[config.mk]
export PLATFORM = sky130hd
export DESIGN_NAME = board_io
export DESIGN_NICKNAME = d
export VERILOG_FILES = /design/src/rtl/board_io.sv
export SDC_FILE = /design/constraint.sdc
export NUM_CORES = 1
export LEC_CHECK = 0
export BUFFER_PORTS_ARGS = -buffer_cell sky130_fd_sc_hd__buf_4
export CAP_MARGIN = 5
export CORE_MARGIN = 2
export CORE_UTILIZATION = 60
export CTS_BUF_LIST = sky130_fd_sc_hd__clkbuf_16
export DETAILED_ROUTE_END_ITERATION = 10
export PLACE_DENSITY = 0.85
export SETUP_SLACK_MARGIN = 0.2
export SLEW_MARGIN = 10
export SYNTH_ARGS = -nofsm -noshare
export SYNTH_HDL_FRONTEND = slang
export SYNTH_SLANG_ARGS = --single-unit
export TNS_END_PERCENT = 20
[constraint.sdc]
create_clock -name clk -period 3.2 [get_ports clk]
set_clock_uncertainty 0.05 [all_clocks]
set_input_delay 0.16 -clock clk [delete_from_list [all_inputs] [get_ports clk]]
set_output_delay 0.16 -clock clk [all_outputs]
set_load 0.02 [all_outputs]
[src/rtl/board_io.sv]
// board_io: conditions raw FPGA pins for the OPC system core.
//   - Two-flop synchronises and debounces N_SW switches and the user reset button.
//   - Sequences phy_reset_n and sys_select from the debounced button
//     (HOLD -> PHY_RST -> WAIT -> RUN).
//   - Drives N_LED LEDs through a shared PWM brightness control, gated off outside RUN.
// Ports:
//   clk, reset      : system clock, synchronous active-high reset
//   btn_reset_raw   : asynchronous reset button, 1 = pressed
//   sw_raw / sw     : asynchronous switch pins / debounced switch state
//   sw_change       : one-cycle pulse when any sw bit updates
//   led_in          : LED request from the core
//   led_level       : PWM brightness (0 = off, all-ones = fully on)
//   led_out         : LED pins
//   sys_select      : core run-enable
//   phy_reset_n     : external PHY reset, active low
module board_io #(
  parameter int unsigned N_SW                 = 8,
  parameter int unsigned N_LED                = 8,
  parameter int unsigned DEBOUNCE_CYCLES      = 400000,
  parameter int unsigned PHY_RESET_CYCLES     = 400,
  parameter int unsigned RESET_STRETCH_CYCLES = 40000,
  parameter int unsigned PWM_BITS             = 4
) (
  input  logic                clk,
  input  logic                reset,
  input  logic                btn_reset_raw,
  input  logic [N_SW-1:0]     sw_raw,
  output logic [N_SW-1:0]     sw,
  output logic                sw_change,
  input  logic [N_LED-1:0]    led_in,
  input  logic [PWM_BITS-1:0] led_level,
  output logic [N_LED-1:0]    led_out,
  output logic                sys_select,
  output logic                phy_reset_n
);

  // Switches and the button share one debounce array; the button is the top channel.
  localparam int unsigned NCh    = N_SW + 1;
  localparam int unsigned Dw     = $clog2(DEBOUNCE_CYCLES);
  localparam int unsigned CntMax = (PHY_RESET_CYCLES > RESET_STRETCH_CYCLES) ?
                                   PHY_RESET_CYCLES : RESET_STRETCH_CYCLES;
  localparam int unsigned Cw     = (CntMax > 1) ? $clog2(CntMax) : 1;

  typedef enum logic [1:0] {StHold, StPhyRst, StWait, StRun} state_e;

  logic [NCh-1:0]      sync1_q, sync2_q;
  logic [NCh-1:0]      deb_q, deb_d;
  logic [NCh-1:0]      upd;
  logic [Dw-1:0]       dcnt_q [NCh];
  logic [Dw-1:0]       dcnt_d [NCh];
  logic                btn_deb;
  logic                sw_change_q;

  state_e              state_q, state_d;
  logic [Cw-1:0]       cnt_q, cnt_d;
  logic                phy_reset_n_q, sys_select_q;

  logic [PWM_BITS-1:0] pwm_cnt_q;
  logic                pwm_on;
  logic [N_LED-1:0]    led_out_q;

  assign btn_deb = deb_q[N_SW];

  // Debounce: a channel updates only after DEBOUNCE_CYCLES consecutive differing cycles.
  always_comb begin
    deb_d = deb_q;
    upd   = '0;
    for (int i = 0; i < int'(NCh); i++) begin
      dcnt_d[i] = '0;
      if (sync2_q[i] != deb_q[i]) begin
        if (dcnt_q[i] == Dw'(DEBOUNCE_CYCLES - 1)) begin
          deb_d[i] = sync2_q[i];
          upd[i]   = 1'b1;
        end else begin
          dcnt_d[i] = dcnt_q[i] + 1'b1;
        end
      end
    end
  end

  always_ff @(posedge clk) begin
    if (reset) begin
      sync1_q     <= '0;
      sync2_q     <= '0;
      deb_q       <= '0;
      sw_change_q <= 1'b0;
      for (int i = 0; i < int'(NCh); i++) dcnt_q[i] <= '0;
    end else begin
      sync1_q     <= {btn_reset_raw, sw_raw};
      sync2_q     <= sync1_q;
      deb_q       <= deb_d;
      sw_change_q <= |upd[N_SW-1:0];
      for (int i = 0; i < int'(NCh); i++) dcnt_q[i] <= dcnt_d[i];
    end
  end

  // Sequencer: a pressed button wins over any counter completion.
  always_comb begin
    state_d = state_q;
    unique case (state_q)
      StHold:   if (!btn_deb) state_d = StPhyRst;
      StPhyRst: if (cnt_q == '0) state_d = StWait;
      StWait:   if (cnt_q == '0) state_d = StRun;
      StRun:    state_d = StRun;
      default:  state_d = StHold;
    endcase
    if (btn_deb) state_d = StHold;
  end

  // Shared down-counter, reloaded whenever the state changes.
  always_comb begin
    cnt_d = cnt_q;
    if (state_d != state_q) begin
      unique case (state_d)
        StPhyRst: cnt_d = Cw'(PHY_RESET_CYCLES - 1);
        StWait:   cnt_d = Cw'(RESET_STRETCH_CYCLES - 1);
        default:  cnt_d = '0;
      endcase
    end else if (cnt_q != '0) begin
      cnt_d = cnt_q - 1'b1;
    end
  end

  assign pwm_on = (pwm_cnt_q < led_level) || (led_level == {PWM_BITS{1'b1}});

  // Outputs are registered from the next state so they switch on the same edge as the FSM.
  always_ff @(posedge clk) begin
    if (reset) begin
      state_q       <= StHold;
      cnt_q         <= '0;
      phy_reset_n_q <= 1'b0;
      sys_select_q  <= 1'b0;
      pwm_cnt_q     <= '0;
      led_out_q     <= '0;
    end else begin
      state_q       <= state_d;
      cnt_q         <= cnt_d;
      phy_reset_n_q <= (state_d == StWait) || (state_d == StRun);
      sys_select_q  <= (state_d == StRun);
      pwm_cnt_q     <= pwm_cnt_q + 1'b1;
      led_out_q     <= (state_d == StRun) ? (led_in & {N_LED{pwm_on}}) : '0;
    end
  end

  assign sw          = deb_q[N_SW-1:0];
  assign sw_change   = sw_change_q;
  assign phy_reset_n = phy_reset_n_q;
  assign sys_select  = sys_select_q;
  assign led_out     = led_out_q;

endmodule

# == Word level (Yosys, flattened, before mapping) ==
# Memories as Yosys holds them, arrays and structs flattened.
# Cells that the tools add are included.
# word_totals
reg_bits,60
mem_count,1
out_inout_bits,19
mem_bits_rw,171
# op_classes
bitwise_logic,11
magnitude_cmp,1
n_eq_ne,26
add_sub_neg,11
n_reduce_logical,17
muxes,53
# mem_list
name,depth,word_bits,rd,rd_ports_with_merged_regs,write_ports,line_no,text
dcnt_q,9,19,9,0,9,49,logic [Dw-1:0] dcnt_q [NCh];
# ops
op,n
19-bit two-way mux,27
19-bit by 1-bit adder with 19-bit output (second input constant),9
19-bit == test (second input constant),9
16-bit two-way mux,2
16-bit case mux with 2 select lines,1
1-bit two-way mux,19
2-bit AND reduction,9
16-bit logical NOT,1
16-bit nonzero test,1
16-bit by 1-bit subtractor with 16-bit output (second input constant),1
1-bit inequality test,9
1-bit OR,9
8-bit bitwise AND,1
2-bit == test (second input constant),4
2-bit case mux with 4 select lines,1
8-bit OR reduction,1
2-bit two-way mux,3
4-bit by 1-bit adder with 4-bit output (second input constant),1
2-bit by 1-bit == test with 1-bit output (second input constant),2
4-bit == test (second input constant),1
4-bit < comparator,1
2-bit logical NOT,1
1-bit logical OR,2
2-bit inequality test,1
other kinds (3),3

# == Depth between registers and ports, before layout ==
# Gate-level depths: netlist of the first run.
# depth
ltp_word,7
mapped_depth,12
depth_no_buf,12

# == Least setup slack after synthesis of the first run ==
# OpenSTA, ideal clock, no wires.
# synth_path
path_kind,register to register
from,reg cnt_q[12]
to,reg cnt_q[0]
setup_slack_ns,0.715
path_stages_with_launch,11
t_required_ns,3.090
t_arrival_ns,2.375
cell_sequence,dfxtp_1 or4_1 buf_2 nor3_1 a31oi_1 or2_1 inv_1 ha_1 nor3b_1 a211oi_1 o2111a_1
# synth_between
elab_chain_cells,7
elab_cells_between_ends,12
classes_between,eq/ne: 3; mux: 6; reduce/logical: 3
# synth_rtl
item,line_no,text
from (decl),55,"logic [Cw-1:0] cnt_q, cnt_d;"
from (signal assigned),137,cnt_q <= cnt_d;
16-bit logical NOT (*),"102, 103",
"2-bit two-way mux, on equally long branches","103, 102",
2-bit case mux with 4 select lines (*),100,unique case (state_q)
2-bit two-way mux (*),107,if (btn_deb) state_d = StHold;
named net state_d[1],54,"state_e state_q, state_d;"
2-bit == test or 2-bit by 1-bit == test with 1-bit output (tied branches),114,unique case (state_d)
16-bit case mux with 2 select lines,114,
16-bit two-way mux,113,if (state_d != state_q) begin
# The timed path passes the listed nets; every way through them passes the cells marked *.
# A chain may end at the register's enable or synchronous reset.

# == Final worst setup path of the first run ==
# layout_path
from,reg cnt_q[12]
to,"reg led_out_q[1], in the netlist led_out[1]"
# layout_between
elab_chain_cells,7
elab_cells_between_ends,8
classes_between,eq/ne: 1; mux: 4; bitwise: 1; reduce/logical: 2
# layout_rtl
item,line_no,text
16-bit logical NOT (*),"102, 103",
"2-bit two-way mux, on equally long branches","103, 102",
2-bit case mux with 4 select lines (*),100,
2-bit two-way mux (*),107,
named net state_d[1],54,
2-bit == test (*),141,led_out_q <= (state_d == StRun) ? (led_in & {N_LED{pwm_on}}) : '0;
1-bit NOT (no line) (*),--,
2-bit OR reduction (no line) (*),--,
to (signal assigned),141,
to (decl),60,logic [N_LED-1:0] led_out_q;
# Marked as above.

==> results of run 1 <==
how the worst max path moves through the flow:
stage | start | end | cells past startpoint
3_5_place_dp | cnt_q[12] | led_out[0] | 9
2_1_floorplan | cnt_q[12] | cnt_q[0] | 10
5_1_grt | cnt_q[12] | led_out[1] | 9
4_1_cts | cnt_q[12] | led_out[1] | 9
6_report | cnt_q[12] | led_out[1] | 9
3_3_place_gp | cnt_q[12] | led_out[7] | 9
per-layer routing:
metal	wire (um)	vias up	global-route usage [%]
met4	342	0	6.147
met3	685	35	3.234
met2	9439	121	37.51
met1	8737	3643	27.61
li1	-	3972	-
met5	0	-	0
power groups by stage:
stage          sequential, mW  combinational (mW)  clock, mW
2_1_floorplan            3.05               0.340          0
3_3_place_gp             3.06               0.435          0
3_5_place_dp             3.06               0.442          0
4_1_cts                  3.00               0.464       2.59
5_1_grt                  3.01               0.528       2.69
6_report                 3.00               0.475       2.55
cell usage after synthesis (16+ instances only):
cell / instances
a21oi_1: 21
nor3_1: 30
nor2_1: 235
nor2b_1: 24
nand3_1: 66
nand4_1: 39
and4_1: 17
inv_1: 31
xor2_1: 91
dfxtp_1: 231
nand2_1: 74
nor4_1: 26
xnor2_1: 84
and3_1: 16
ha_1: 17
metrics by stage:
step	cell area, um^2	util (%)
after global placement	10460	63.52
after global routing	11350	68.93
after CTS	11340	68.88
after detailed placement	10460	63.52
after floorplan	10070	-
final	11350	68.93
what timing repair did:
item,4_1_cts,5_1_grt
endpoints found under the hold margin,17,0
hold buffers,17,0
gates resized for setup,0,2
setup endpoints to repair,0,11
cell type report:
cell class | instances | area (um^2) | share of cell area (%)
clock buffer | 25 | 625.6 | 5.512
multi-input combinational | 849 | 5127 | 45.18
sequential | 231 | 4624 | 40.75
inverter | 31 | 116.4 | 1.025
timing repair buffer | 60 | 493.0 | 4.344
clock inverter | 15 | 87.58 | 0.7717
tap | 220 | 275.3 | 2.425
flip-flops by register name, indices dropped and copies added (netlist names):
name	count
led_out	8
state_q	2
sync1_q	9
sw_change	1
cnt_q	16
phy_reset_n	1
deb_q	9
sync2_q	9
dcnt_q	171
sys_select	1
pwm_cnt_q	4
cells in the final DEF (no fill, tap or decap), types with 16 or more instances in the layout:
master / synthesis / final
nor4_1: 26 / 26
a21oi_1: 21 / 21
clkbuf_16: 0 / 25
xnor2_1: 84 / 84
inv_1: 31 / 36
nor2_1: 235 / 235
buf_4: 9 / 43
dlygate4sd3_1: 0 / 17
nand3_1: 66 / 66
nand4_1: 39 / 39
nor3_1: 30 / 29
and3_1: 16 / 16
dfxtp_1: 231 / 231
xor2_1: 91 / 91
nor2b_1: 24 / 23
ha_1: 17 / 17
nand2_1: 74 / 74
and4_1: 17 / 17
kinds of logic after synthesis:
group,Yosys count
xor gates and xnor gates,175
DFF,231
and+or+nand+nor,600
AOI/OAI and AO/OA,50
adders and majority gates,17
buffers and inverters,71
muxes,7
==> metrics.log, run 1 <==
INFO  metric yosys_warnings = 0
INFO  metric worstPathArrival = 3120 ps
INFO  metric die_y = 133.5 um
INFO  metric count_of_pins_on_the_block_boundary = 42
INFO  metric number_of_enable_type_register_cells_in_the_synthesized_netlist = 0
INFO  metric worst_setup_hold_path_clk_slew = 60 ps
INFO  metric power.static_leakage = 3.845 nW
INFO  metric critPathCaptureType = flop
INFO  metric global_route.usage.total = 21.46%
INFO  metric worstMarginPinSlew = 761.7 ps
INFO  metric drcViolationCount = 0
INFO  metric die_footprint = 17830 um^2
INFO  metric clkLatencyLatePin = 500 ps
INFO  metric post-route-min-period = 2747 ps
INFO  metric post_synth.cell_area_avg = 8.748 um^2
INFO  metric post_layout_total_power = 6.022 mW
INFO  metric status = complete, no violations
INFO  metric number_of_buffers_and_inverters_on_the_critical_path = 1
INFO  metric yosys.cell_types.count = 56
INFO  metric hpwlAfterDp = 12610 um
INFO  metric critical_path_cell_by_cell = or4_1 > nor3_2 > a31oi_1 > or2_1 > inv_1 > ha_1 > nor2b_2 > nand2_1 > a21oi_1
INFO  metric yosys.area_share.adder = 2.113%
INFO  metric timing.rr.end = led_out[1]
INFO  metric synth-compound-area-share = 3.243%
INFO  metric yosys-top-cells-area = dfxtp_1, nor2_1, xor2_1, xnor2_1, nand3_1
INFO  metric criticalPathCategory = reg -> reg
INFO  metric path_max_fanout = 9
INFO  metric finalHoldViolCount = 0
INFO  metric data_required_time_at_the_worst_endpoint = 3570 ps
INFO  metric initial_utilization = 61.15%
INFO  metric finalSetupTns = 0 ps
INFO  metric core = 16470 um^2
INFO  metric vias_in_the_first_global_route = 7283
INFO  metric fin_cells = 1431
INFO  metric slew_headroom = 48.75%
INFO  metric placed_cells_incl_taps = 1374
INFO  metric finalSetupViolations = 0
INFO  metric placement_rows = 47
INFO  metric timing.final.crit_share = 85.85%
INFO  metric synth_top_flop_cell = dfxtp_1
INFO  metric grt_start_max_net_pins = 59
INFO  metric dr.pass1.iters = 5
INFO  metric path_delay_family = simple AND/OR/NAND/NOR gates
INFO  metric crit_path_top_delay_cell = or4_1
INFO  metric postCtsSetupRepairBufs = 0
INFO  metric post_synth_instance_area = 10070 um^2
INFO  metric clock_tree.htree_level_count = 1
INFO  metric tritoncts = built
INFO  metric combinational_family_with_the_most_area_after_synthesis = simple AND/OR/NAND/NOR gates
INFO  metric muxShareOfSynthArea = 0.6959%
INFO  metric post-route-worst-setup-slack = 452.7 ps
INFO  metric number_of_vias_after_detailed_routing = 7771
INFO  metric die_w = 133.5 um
INFO  metric vias_per_cell = 5.430
INFO  metric total_clock_buffers_created_by_cts = 24
INFO  metric syn-num-nets = 1191
INFO  metric combinational_power_share = 7.9%
INFO  metric area_delta_synth_final = 12.72%
INFO  metric antenna_found_initial = 0
INFO  metric netlist_instances = 1151
INFO  metric timing.fmax = 0.3640 GHz
INFO  metric maxCapViolations = 0
INFO  metric average_detailed_routed_wire_length_per_instance = 13.42 um
INFO  metric crit-reg2reg-launch = cnt_q[12]
INFO  metric nNetsFinal = 1237
INFO  metric io_buffers = 41
INFO  metric timing.critical_path.slowest_cell_delay = 660 ps
INFO  metric fin_hold_ws = 93.79 ps
INFO  metric grt_pass1_wl = 32820 um
INFO  metric rr_worst_depth = 9
INFO  metric yosysSeqAreaShare = 45.93%
INFO  metric clock_tree.buffer_depth = 3
INFO  metric p_sw = 1.400 mW
INFO  metric internal = 4.622 mW
INFO  metric last_weighted_congestion_value_of_the_routability_driven_placer = 0.8668
INFO  metric pwr-share-clk = 42.3%
INFO  metric clk_root_buffer_cell = clkbuf_16
INFO  metric startpoint_type = flop
INFO  metric grt_setup_unrepaired = false
INFO  metric netSwitchingFraction = 23.25%
INFO  metric drt.antenna.violating_nets = 0
INFO  metric holdCritStartpoint = reset
INFO  metric worstHoldEndpoint = deb_q[0]
INFO  metric drive_gt1_share = 6.854%
INFO  metric worst_hold_path.num_cells = 2
INFO  metric n_fill_cell = 1230
INFO  metric initialDrtViolationCount = 349
INFO  metric worst_hold_class = in -> reg
INFO  metric postSynthRegisterBits = 231
INFO  metric antenna_cells_inserted = 0
INFO  metric r2r_setup_slack = 450 ps
INFO  metric async_flop_share = 0%
INFO  metric numClockSinks = 231
INFO  metric post-synth-top-area-cell = dfxtp_1
INFO  metric overflow = 0
INFO  metric worst_ir_drop_vdd = 0.4161 mV
INFO  metric pre_cts_setup_slack = 380.5 ps
INFO  metric synthXorXnorAreaFrac = 15.22%
INFO  metric yosys.area_share.simple = 29.58%
INFO  metric totalWireLength = 19200 um
INFO  metric top_area_cell_type_share_of_the_netlist_area = 45.93%
INFO  metric slew_viol_final = 0
INFO  metric p_seq_share = 49.8%
INFO  metric power_density_relative_to_cell_area = 530.6 nW/um^2
No activity file was read; power rests on OpenSTA's default activity.
==> run 2, diff against run 1 <==
Settings changed: ABC_AREA set to 1.
==> run 2 against run 1 <==
  * Area after synthesis rose by 6.1%
  * Via count up 16%
  * Critical path type unchanged
  * First-iteration DRC count rose by 53%
==> metrics.log, run 2 <==
INFO  metric grt_pass1_wl = 37020 um
INFO  metric drcViolationCount = 0
INFO  metric data_required_time_at_the_worst_endpoint = 3590 ps
INFO  metric vias_in_the_first_global_route = 8753
INFO  metric postSynthRegisterBits = 231
INFO  metric yosys-top-cells-area = dfxtp_1, nand2_1, nor2_1, inv_1, xor2_1
INFO  metric hpwlAfterDp = 14560 um
INFO  metric dr.pass1.iters = 7
INFO  metric clkLatencyLatePin = 510 ps
INFO  metric nNetsFinal = 1519
INFO  metric worst_hold_class = in -> reg
INFO  metric r2r_setup_slack = 640 ps
INFO  metric clk_root_buffer_cell = clkbuf_16
INFO  metric yosysSeqAreaShare = 43.30%
INFO  metric crit-reg2reg-launch = cnt_q[0]
INFO  metric maxCapViolations = 0
INFO  metric syn-num-nets = 1457
INFO  metric count_of_pins_on_the_block_boundary = 42
INFO  metric post_layout_total_power = 7.276 mW
INFO  metric p_seq_share = 42.9%
INFO  metric last_weighted_congestion_value_of_the_routability_driven_placer = 0.8696
INFO  metric worstPathArrival = 2950 ps
INFO  metric post-synth-top-area-cell = dfxtp_1
INFO  metric worst_ir_drop_vdd = 0.4129 mV
INFO  metric finalSetupViolations = 0
INFO  metric internal = 5.223 mW
INFO  metric worst_hold_path.num_cells = 2
INFO  metric core = 17360 um^2
INFO  metric netlist_instances = 1417
INFO  metric overflow = 0
INFO  metric yosys.cell_types.count = 45
INFO  metric area_delta_synth_final = 13.48%
INFO  metric layout.cells.most_common = nand2_1
INFO  metric slew_viol_final = 0
INFO  metric antenna_cells_inserted = 0
INFO  metric finalSetupTns = 0 ps
INFO  metric async_flop_share = 0%
INFO  metric total_clock_buffers_created_by_cts = 24
INFO  metric top_regs = dcnt_q: 171 flops, cnt_q: 16 flops
INFO  metric cts_hold_buf = 17
INFO  metric post-route-min-period = 2563 ps
INFO  metric power.static_leakage = 4.338 nW
INFO  metric fin_area = 12120 um^2
INFO  metric post_synth.cell_area_avg = 7.537 um^2
INFO  metric average_detailed_routed_wire_length_per_instance = 12.43 um
INFO  metric timing.fmax = 0.3902 GHz
INFO  metric power_density_relative_to_cell_area = 600.3 nW/um^2
INFO  metric postCtsSetupRepairBufs = 0
INFO  metric yosys_warnings = 0
INFO  metric timing.rr.end = led_out[4]
INFO  metric netSwitchingFraction = 28.21%
INFO  metric initial_utilization = 61.53%
INFO  metric die_footprint = 18880 um^2
INFO  metric largest-register = dcnt_q
INFO  metric totalWireLength = 21390 um
INFO  metric endpoint = led_out[4]
INFO  metric placement.cell_area = 11140 um^2
INFO  metric numClockSinks = 231
INFO  metric criticalPathCategory = reg -> reg
INFO  metric worst_setup_hold_path_clk_slew = 60 ps
INFO  metric clock_tree.buffer_depth = 3
INFO  metric io_buffers = 41
INFO  metric number_of_enable_type_register_cells_in_the_synthesized_netlist = 0
INFO  metric path_max_fanout = 9
INFO  metric antenna_found_initial = 0
INFO  metric grt_start_max_net_pins = 47
INFO  metric global_route.usage.total = 23.40%
INFO  metric layout_common_cells = nand2_1, dfxtp_1, nor2_1
INFO  metric die_y = 137.4 um
INFO  metric drt.antenna.violating_nets = 0
INFO  metric die_w = 137.4 um
INFO  metric post_synth_most_frequent_cells = nand2_1, dfxtp_1, nor2_1
INFO  metric cts_resized = 0
INFO  metric synth_top_flop_cell = dfxtp_1
INFO  metric grt_setup_unrepaired = false
INFO  metric post_synth_instance_area = 10680 um^2
INFO  metric vias_per_cell = 5.253
INFO  metric worstMarginPinSlew = 722.9 ps
INFO  metric synthMostInstantiatedCell = nand2_1
INFO  metric critPathCaptureType = flop
INFO  metric drive_gt1_share = 11.63%
INFO  metric startpoint_type = flop
INFO  metric clock_tree.htree_level_count = 1
INFO  metric timing.final.crit_share = 80.09%
INFO  metric pwr-share-clk = 39.5%
INFO  metric number_of_flip_flops_in_the_largest_register = 171
INFO  metric placement_rows = 48
INFO  metric initialDrtViolationCount = 535
INFO  metric finalHoldViolCount = 0
INFO  metric slew_headroom = 51.66%
INFO  metric top_area_cell_type_share_of_the_netlist_area = 43.30%
INFO  metric number_of_vias_after_detailed_routing = 9040
INFO  metric status = complete, no violations
INFO  metric timing.critical_path.from = cnt_q[0]
INFO  metric rr_worst_depth = 13
INFO  metric p_sw = 2.052 mW
INFO  metric combinational_power_share = 17.6%
INFO  metric tritoncts = built
## run 2: cell count changes after synthesis, moves of 11 or more
cell     delta
and3_1     -16
xor2_1     -42
inv_1     +144
nor3_1     +21
nor2b_1    -24
o21ai_0    +14
xnor2_1    -55
nor2_2     +21
a21oi_1    +53
or3_1      -11
nor3b_1    +12
nand3_2    +13
and4_1     -17
nand2_1   +174
## run 2: how the worst min path moves through the flow
stage,start,end,slack (ps)
2_1_floorplan,sw_raw[0],sync1_q[0],220
3_3_place_gp,sw_raw[4],sync1_q[4],310
3_5_place_dp,sw_raw[7],sync1_q[7],320
4_1_cts,reset,pwm_cnt_q[0],50
5_1_grt,reset,cnt_q[5],80
6_report,reset,sync1_q[1],60
## run 2: critical path, cell delays in order (launching register included)
cell and delay, ps:
dfxtp_1 330, inv_1 90, ha_1 200, nand2_2 120
nor2_4 180, nand2_1 90, o21ai_0 200, inv_1 60
nor2_1 180, ha_1 220, inv_1 50, nor2_1 410
nand2_1 130, nor2_1 170
## run 2: cell type report
cell class | instances | area [um^2]
clock buffers | 25 | 625.6
clock inverters | 18 | 188.9
fillers | 1319 | 5236
inverters | 183 | 688.2
multi-input cells | 981 | 5234
flip-flops and latches | 231 | 4624
well taps | 225 | 281.5
repair buffers | 58 | 478.0
## run 2: power by group through the flow
stage	registers (mW)	clock network, mW	logic, mW
6_report	3.12	2.87	1.28
5_1_grt	3.14	3.01	1.47
4_1_cts	3.12	2.90	1.28
3_5_place_dp	3.18	0	1.25
3_3_place_gp	3.17	0	1.21
2_1_floorplan	3.18	0	0.969
## run 2: routing by layer
metal	vias up	wire length (um)	global-route usage (%)
met3	51	819	3.753
met2	171	10500	42.26
met4	0	516	7.904
li1	4676	-	-
met1	4142	9560	28.21
met5	-	0	0
## run 2: per-stage QoR
step           setup WS (ps)  hold WS, ps  cells  utilization [%]
3_3_place_gp           929.8        314.5   1661            64.16
3_5_place_dp           796.0        315.3   1661            64.16
5_1_grt                333.5        76.10   1721            69.83
6_report               637.0        60.00   1721            69.83
2_1_floorplan           1179        217.0   1417                -
4_1_cts                777.5        52.30   1721            69.83
## run 2: kinds of logic after synthesis
kind of cell / Yosys count / share of synthesized area (%)
compound gates: 116 / 5.963
flops: 231 / 43.30
fa+ha+maj: 17 / 1.992
buf+inv: 205 / 7.697
simple gates: 770 / 34.65
xor+xnor: 78 / 6.396
